## src/rtl/cycle_sequencer_pkg.sv

```systemverilog
// rtl/cycle_sequencer_pkg.sv - shared state, phase and opcode encodings for the cycle sequencer
package cycle_sequencer_pkg;

  typedef enum logic [2:0] {
    S_IDLE  = 3'd0,
    S_FETCH = 3'd1,
    S_T0    = 3'd2,
    S_T1    = 3'd3,
    S_T2    = 3'd4,
    S_T3    = 3'd5,
    S_HALT  = 3'd6,
    S_ERR   = 3'd7
  } state_t;

  localparam logic [1:0] PH_0 = 2'b00;
  localparam logic [1:0] PH_1 = 2'b01;
  localparam logic [1:0] PH_2 = 2'b10;
  localparam logic [1:0] PH_3 = 2'b11;

  // Opcode field values, also decoded by the control logic.
  localparam logic [2:0] OP_ADD = 3'b000;
  localparam logic [2:0] OP_SUB = 3'b001;
  localparam logic [2:0] OP_NAN = 3'b010;
  localparam logic [2:0] OP_HLT = 3'b011;
  localparam logic [2:0] OP_OUT = 3'b100;
  localparam logic [2:0] OP_LDI = 3'b101;
  localparam logic [2:0] OP_BEZ = 3'b110;
  localparam logic [2:0] OP_REP = 3'b111;

  function automatic logic [1:0] phase_of(input state_t s);
    case (s)
      S_T0:    return PH_0;
      S_T1:    return PH_1;
      S_T2:    return PH_2;
      S_T3:    return PH_3;
      default: return PH_0;
    endcase
  endfunction

endpackage

```

## src/rtl/cycle_sequencer_edge_detect.sv

```systemverilog
// rtl/cycle_sequencer_edge_detect.sv - rising-edge pulse generator for the single-step input
module edge_detect (
  input  logic clock,
  input  logic resetn,
  input  logic in,
  output logic rise
);

  logic q;

  always_ff @(posedge clock or negedge resetn) begin
    if (!resetn) q <= 1'b0;
    else         q <= in;
  end

  assign rise = in & ~q;

endmodule

```

## src/rtl/cycle_sequencer.sv

```systemverilog
// rtl/cycle_sequencer.sv - fetch handshake, phase counter and run/step/halt control for the multicycle core
module cycle_sequencer
  import cycle_sequencer_pkg::*;
#(
  parameter int IW       = 9,
  parameter int MAX_WAIT = 15,
  parameter int WAIT_W   = 8
) (
  input  logic          clock,
  input  logic          resetn,
  input  logic          run,
  input  logic          step,
  input  logic          mem_ack,
  input  logic [IW-1:0] mem_data,
  output logic          mem_req,
  output logic [IW-1:0] iin,
  output logic [1:0]    counter,
  output logic          phase_valid,
  output logic          busy,
  output logic          halted,
  output logic          timeout_err
);

  localparam logic [WAIT_W-1:0] WAIT_LAST = WAIT_W'(MAX_WAIT - 1);

  state_t            state, next_state;
  logic [WAIT_W-1:0] wait_cnt, wait_nxt;
  logic              step_rise;
  logic [2:0]        opcode;

  logic          mem_req_d, busy_d, phase_valid_d, halted_d, timeout_d;
  logic [1:0]    counter_d;
  logic [IW-1:0] iin_d;

  assign opcode = iin[IW-1:IW-3];

  edge_detect u_step_edge (
    .clock  (clock),
    .resetn (resetn),
    .in     (step),
    .rise   (step_rise)
  );

  // Outputs are flopped from next-state decode so they line up with the state they describe.
  always_ff @(posedge clock or negedge resetn) begin
    if (!resetn) begin
      state       <= S_IDLE;
      wait_cnt    <= '0;
      mem_req     <= 1'b0;
      busy        <= 1'b0;
      phase_valid <= 1'b0;
      halted      <= 1'b0;
      timeout_err <= 1'b0;
      counter     <= PH_0;
      iin         <= '0;
    end else begin
      state       <= next_state;
      wait_cnt    <= wait_nxt;
      mem_req     <= mem_req_d;
      busy        <= busy_d;
      phase_valid <= phase_valid_d;
      halted      <= halted_d;
      timeout_err <= timeout_d;
      counter     <= counter_d;
      iin         <= iin_d;
    end
  end

  always_comb begin
    next_state = state;
    wait_nxt   = '0;
    case (state)
      S_IDLE:  if (run || step_rise) next_state = S_FETCH;
      S_FETCH: begin
        if (mem_ack)                    next_state = S_T0;
        else if (wait_cnt == WAIT_LAST) next_state = S_ERR;
        else                            wait_nxt   = wait_cnt + WAIT_W'(1);
      end
      S_T0:    next_state = S_T1;
      S_T1:    next_state = (opcode == OP_HLT) ? S_HALT : S_T2;
      S_T2:    next_state = S_T3;
      S_T3:    next_state = run ? S_FETCH : S_IDLE;
      S_HALT:  next_state = S_HALT;
      S_ERR:   next_state = S_ERR;
      default: next_state = S_IDLE;
    endcase
  end

  always_comb begin
    mem_req_d     = 1'b0;
    busy_d        = 1'b0;
    phase_valid_d = 1'b0;
    halted_d      = 1'b0;
    timeout_d     = 1'b0;
    counter_d     = phase_of(next_state);
    iin_d         = iin;
    case (next_state)
      S_FETCH: begin
        mem_req_d = 1'b1;
        busy_d    = 1'b1;
      end
      S_T0, S_T1, S_T2, S_T3: begin
        busy_d        = 1'b1;
        phase_valid_d = 1'b1;
      end
      S_HALT:  halted_d  = 1'b1;
      S_ERR:   timeout_d = 1'b1;
      default: ;
    endcase
    if (state == S_FETCH && mem_ack) iin_d = mem_data;
  end

endmodule

```

## config.mk

```make
export PLATFORM = sky130hd
export DESIGN_NAME = cycle_sequencer
export DESIGN_NICKNAME = d
export VERILOG_FILES = /design/src/rtl/cycle_sequencer_pkg.sv /design/src/rtl/cycle_sequencer_edge_detect.sv /design/src/rtl/cycle_sequencer.sv
export SDC_FILE = /design/constraint.sdc
export NUM_CORES = 1
export LEC_CHECK = 0
export ABC_CLOCK_PERIOD_IN_PS = 1760
export BUFFER_PORTS_ARGS = -buffer_cell sky130_fd_sc_hd__buf_2
export CORE_ASPECT_RATIO = 0.8
export CORE_MARGIN = 10
export CORE_UTILIZATION = 46
export CTS_CLUSTER_SIZE = 24
export DETAILED_ROUTE_END_ITERATION = 10
export PLACE_DENSITY = 0.73
export RECOVER_POWER = 25
export SKIP_LAST_GASP = 1
export SLEW_MARGIN = 20
export SYNTH_ARGS = -nofsm -noshare
export SYNTH_HDL_FRONTEND = slang
export SYNTH_SLANG_ARGS = --single-unit
```

## constraint.sdc

```tcl
create_clock -name clock -period 1.76 [get_ports clock]
set_input_delay 0 -clock clock [delete_from_list [all_inputs] [get_ports clock]]
set_output_delay 0 -clock clock [all_outputs]
set_load 0.05 [all_outputs]
```

==> qor.yml, run 1 <==
outcome: "finished with violations"
violations: "setup timing"
path_clk_slew_ns: 0.15
ioPinCount: 30
crit_arrival_ns: 2.17
dr.pass1.iters: 4
max_cap_viol_count: 0
diodes: 0
regArea_um2: 700.7
synth_area_leaders: "dfrtp_1 59%, mux2_2 8.5%, o31ai_4 3.6%, nor2_1 3.1%, xor2_1 2.9%"
antenna_left: 0
tightest_slew_ns: 1.459
reg2reg_slack_ns: -0.19
whs_path_depth: 4
synth_cells: 94
vias: 977
fin_ws_ns: -0.1868
synthDistinctLibCells: 27
h-tree-depth: 1
slew_headroom_pct: 2.733
initial_core_util_pct: 48.63
required_ns: 1.98
fp.dieArea_um2: 5057
fin_area_um2: 1757
setup_violations: 14
ys_ff_latch: 28
slowest_delay_ns: 0.47
worstSetupStartpointType: "register"
end_kind: "register"
cp_slowest_cell: "dfrtp_1"
rows: 16
die_y_um: 65.64
vias_per_cell: 5.010
yosysTopAreaCellShare_pct: 58.52
holdPathEnd: "state[2]$_DFF_PN0_"
wl_per_cell_um: 16.48
min_from: "mem_ack"
core_um2: 2462
grt_pass1_wl_um: 4657
die_w_um: 77.04
fin_tns_setup_ns: -2.044
path_class: "register to register"
clkSinkCount: 28
whs_ns: 0.1986
syn_area_um2: 1197
reg2reg_to: "iin[5]$_DFFE_PN0P_"
yosys_warnings: 0
clock_path_buffers: 2
fin_util_pct: 71.34
min_period_ns: 1.947
vdd_ir_drop_max_uv: 483.8
fmax_mhz: 513.7
drtIter0Drc: 66
cts_root_buffer: "clkbuf_4"
grtUsageTotal_pct: 11.54
finalCritPeriodShare_pct: 110.6
route.detailed.drc: 0
fill_cells: 186
min_path_type: "input pin to register"
dpl_worst_slack_ns: -0.2102
yosysTopAreaCell: "dfrtp_1"
reg2reg_from: "state[1]$_DFF_PN0_"
nNetsFinal: 176
portBuffers: 29
syn_area_per_cell_um2: 12.74
worstRegToRegCells: 7
multiInputGateArea_um2: 503.0
hold_violations: 0
p_leak_uw: 0.0008637
grt_max_degree: 29
skew_ns: 0.01394
p_per_area_nw_per_um2: 631.9
rsz0062_at_grt: "yes"
critPathMaxFanout: 4
insertion_delay_ns: 0.33
ys_seq_area_share_pct: 58.52
wl_um: 3214
crit_chain: "nor3_2 > o21ai_1 > a22oi_2 > inv_2 > nor3b_4 > buf_6 > mux2_2"
grt_pass1_vias: 989
dpl.hpwl_um: 2139
drive_above_1_share_pct: 52.83
mappedNetlistNets: 110
slew_violations: 0
placed_area_um2: 1493
antenna_found_initial: 0
area_delta_synth_final_pct: 46.71
grt_overflow: 0
finalWeightedCongestion: 0.7352
cts_tree: "done"
numCtsBuffers: 3
critical path, delay by kind of cell (launching register included):
| family | cells | cell delay [ns] |
|---|---|---|
| buf+inv | 2 | 0.25 |
| mux | 1 | 0.33 |
| simple gates | 2 | 0.43 |
| flops | 1 | 0.47 |
| compound gates | 2 | 0.36 |
kinds of logic (layout without fill, tap and decap cells):
| kind of cell | after synthesis | after routing | synth area share, % |
|---|---|---|---|
| fa+ha+maj | 2 | 2 | 2.090 |
| xor+xnor | 5 | 5 | 3.657 |
| mux | 10 | 10 | 9.300 |
| flops | 28 | 28 | 58.52 |
| compound gates | 12 | 12 | 8.881 |
| simple gates | 30 | 30 | 14.11 |
| buf+inv | 7 | 72 | 3.448 |
layout by cell type (no fill, tap or decap), types with 2 or more instances in the layout:
master         instances
a21oi_1                2
and3_2                 2
buf_2                 27
buf_4                 20
buf_6                  3
clkbuf_1               2
clkbuf_4               3
dfrtp_1               28
dlygate4sd3_1         11
ha_1                   2
inv_1                  3
inv_2                  2
mux2_2                 8
nand2_1                3
nand4_1                3
nor2_1                 7
nor2_2                 3
nor3_1                 2
nor3_2                 3
o21ai_1                2
o31ai_4                2
xor2_1                 4
state kept, by name, summed over array words and instances, names as in the netlist, 2 cells and up:
name / flops
wait_cnt: 8
iin: 9
state: 3
counter: 2
routing by layer:
metal / GRT usage, % / share of wire [%]
met1: 12.67 / 39
met2: 20.06 / 52
met3: 5.842 / 8.1
met4: 2.045 / 0.96
met5: 0 / 0
synth_stat cells, drive strengths merged:
cell type / count
a41oi: 1
and3b: 1
mux2i: 1
and2: 2
buf: 2
ha: 2
xor2: 4
nand2b: 1
and3: 2
nand4: 3
dfrtp: 28
inv: 5
or3: 1
a22oi: 1
nor3: 5
nor3b: 1
o21ai: 4
nor2: 10
mux2: 9
nand3: 1
o31ai: 3
xnor2: 1
a21oi: 3
nand2: 3
cell type report:
| type | count | share of cell area [%] |
|---|---|---|
| inverter | 5 | 1.068 |
| timing repair buffer | 63 | 24.86 |
| clock inverter | 1 | 1.709 |
| multi-input combinational | 59 | 28.63 |
| tap | 36 | 2.564 |
| clock buffer | 3 | 1.282 |
| sequential | 28 | 39.89 |
report_power, final:
part           internal (uW)  switching, uW  leakage (uW)
combinational           26.5           23.4      0.000462
sequential               645          0.658      0.000373
clock                    230            185     0.0000279
per-stage QoR:
stage / total power [uW] / cells
global placement: 687.4 / 173
global route: 1154 / 195
floorplan: 659.3 / 94
finish: 1110 / 195
CTS: 1122 / 189
detailed placement: 689.0 / 173
how the worst max path moves through the flow:
| stage | start | to | cells past startpoint |
|---|---|---|---|
| floorplan | wait_cnt[4]$_DFF_PN0_ | iin[0]$_DFFE_PN0P_ | 6 |
| global placement | wait_cnt[4]$_DFF_PN0_ | iin[3]$_DFFE_PN0P_ | 6 |
| detailed placement | state[2]$_DFF_PN0_ | iin[5]$_DFFE_PN0P_ | 7 |
| CTS | wait_cnt[4]$_DFF_PN0_ | iin[5]$_DFFE_PN0P_ | 6 |
| global route | state[1]$_DFF_PN0_ | iin[1]$_DFFE_PN0P_ | 7 |
| finish | state[1]$_DFF_PN0_ | iin[5]$_DFFE_PN0P_ | 7 |
timing repair:
item | CTS | global route
hold endpoints to repair | 38 | 0
pin swaps | 0 | 3
setup endpoints to repair | 9 | 13
gates resized for setup | 3 | 16
hold buffers | 11 | 0
cloned | 0 | 1
setup buffers | 1 | 5
No activity file was read; power rests on OpenSTA's default activity.
==> inputs of run 2 (changes only) <==
==> constraint.sdc (replaced) <==
create_clock -name clock -period 1.76 [get_ports clock]
set_input_delay 0.088 -clock clock [delete_from_list [all_inputs] [get_ports clock]]
set_output_delay 0.088 -clock clock [all_outputs]
set_load 0.05 [all_outputs]
==> qor.yml, run 2 (same netlist as run 1, synthesis figures left out) <==
cts_tree: "done"
max_cap_viol_count: 0  # unchanged
largest_reg_flops: 9  # unchanged
insertion_delay_ns: 0.33  # about the same
critPathMaxFanout: 5  # +1
clkSinkCount: 28  # unchanged
tightest_slew_ns: 0.6762  # -0.7828 ns
route.detailed.drc: 0  # unchanged
dpl.hpwl_um: 2139  # unchanged
grt_pass1_wl_um: 4581  # -1.6%
die_w_um: 77.04  # unchanged
area_delta_synth_final_pct: 47.44
wl_um: 3082  # -4.1%
end_kind: "register"
grt_max_degree: 29  # unchanged
slew_headroom_pct: 54.92  # +52 points
skew_ns: 0.01210  # -0.001841 ns
fmax_mhz: 519.5  # +1.1%
largestRegisters: "iin: 9 flops, wait_cnt: 8 flops, state: 3 flops"
drive_above_1_share_pct: 53.46  # +0.63 points
slew_violations: 0  # unchanged
die_y_um: 65.64  # unchanged
dpl_worst_slack_ns: -0.2102  # unchanged
layout_commonest_cell: "dfrtp_1"
rows: 16  # unchanged
fin_util_pct: 71.70  # +0.36 points
outcome: "finished with violations"
met1_usage_pct: 12.43  # -0.24 points
path_clk_slew_ns: 0.15  # about the same
grt_overflow: 0  # unchanged
path_class: "register to register"
grtUsageMet3_pct: 5.842  # unchanged
h-tree-depth: 1  # unchanged
required_ns: 1.99  # about the same
fin_ws_ns: -0.1649  # +0.02190 ns
initial_core_util_pct: 48.63  # unchanged
use_met2_pct: 19.43  # -0.63 points
min_period_ns: 1.925  # -0.02190 ns
core_um2: 2462  # unchanged
top_register: "iin"
layout_common_cells: "28 x dfrtp_1, 27 x buf_2, 20 x buf_4, 11 x dlygate4sd3_1, 7 x nor2_1"
nNetsFinal: 176  # unchanged
dr.pass1.iters: 4  # unchanged
violations: "setup timing"
diodes: 0  # unchanged
whs_ns: 0.2813  # +0.08269 ns
finalWeightedCongestion: 0.7352  # unchanged
grt_pass1_vias: 992  # +0.30%
drtIter0Drc: 54  # -18%
ioPinCount: 30  # unchanged
portBuffers: 29  # unchanged
cts_root_buffer: "clkbuf_4"
rsz0062_at_grt: "yes"
crit_arrival_ns: 2.16  # about the same
vias: 965  # -1.2%
grt-busiest-layer: "met2"
wl_per_cell_um: 15.81  # -4.1%
power_uw: 1108  # -0.15%
reg2reg_slack_ns: -0.16  # +0.02 ns
grtUsageTotal_pct: 11.28  # -0.26 points
p_leak_uw: 0.0008686  # +0.56%
antenna_left: 0  # unchanged
antenna_found_initial: 0  # unchanged
fin_tns_setup_ns: -1.681  # +0.3637 ns
finalCritPeriodShare_pct: 109.4  # -1.2 points
numCtsBuffers: 3  # unchanged
hold_violations: 0  # unchanged
p_per_area_nw_per_um2: 627.9  # -0.65%
vdd_ir_drop_max_uv: 482.8  # -0.21%
vias_per_cell: 4.949  # -1.2%
setup_violations: 14  # unchanged
worstSetupStartpointType: "register"
min_path_type: "input pin to register"
fp.dieArea_um2: 5057  # unchanged
clock_path_buffers: 2  # unchanged
run 2: cell counts in the layout (fill, tap and decap cells not counted):
Identical to the previous run, type by type.
run 2: final timing paths:
kind	startpoint	to	cells past startpoint
max	wait_cnt[4]$_DFF_PN0_	iin[2]$_DFFE_PN0P_	6
min	mem_ack	state[2]$_DFF_PN0_	4
max reg2reg	wait_cnt[4]$_DFF_PN0_	iin[2]$_DFFE_PN0P_	6
min reg2reg	iin[0]$_DFFE_PN0P_	iin[0]$_DFFE_PN0P_	1
max in group asynchronous	resetn	state[0]$_DFF_PN0_	2
min in group asynchronous	resetn	state[2]$_DFF_PN0_	2
run 2: layout make-up:
class / instances / area [um2]
fill: 185 / 696.9
inverter: 5 / 18.77
timing repair buffer: 63 / 437.9
clock buffer: 3 / 22.52
multi-input combinational: 59 / 510.5
sequential: 28 / 700.7
clock inverter: 1 / 30.03
tap: 36 / 45.04
run 2: critical path, stage by stage (launching register included):
cell and delay [ns]:
dfrtp_1 0.42, nor3_2 0.22, a41oi_2 0.18, o31ai_4 0.25, nor3b_4 0.27, buf_6 0.15
mux2_2 0.34
run 2: metal layers:
layer  wire length [um]  up-vias
li1                   -      457
met1               1192      472
met2               1591       32
met3                257        4
met4                 40        0
met5                  0        -
run 2: what timing repair did:
action	in CTS	in global routing
pin swaps	0	3
setup endpoints to repair	9	13
gates resized for setup	3	18
hold buffers	10	1
gates cloned	0	1
endpoints found under the hold margin	37	1
buffers inserted	1	5
run 2: metrics by stage:
step	cells	area (um2)
4_1_cts	188	1662
2_1_floorplan	94	1205
3_3_place_gp	173	1493
6_report	195	1765
5_1_grt	195	1765
3_5_place_dp	173	1493
run 2: power by group:
group	internal, uW	switching (uW)
registers	645	0.779
clock network	230	182
logic	26.9	23.8
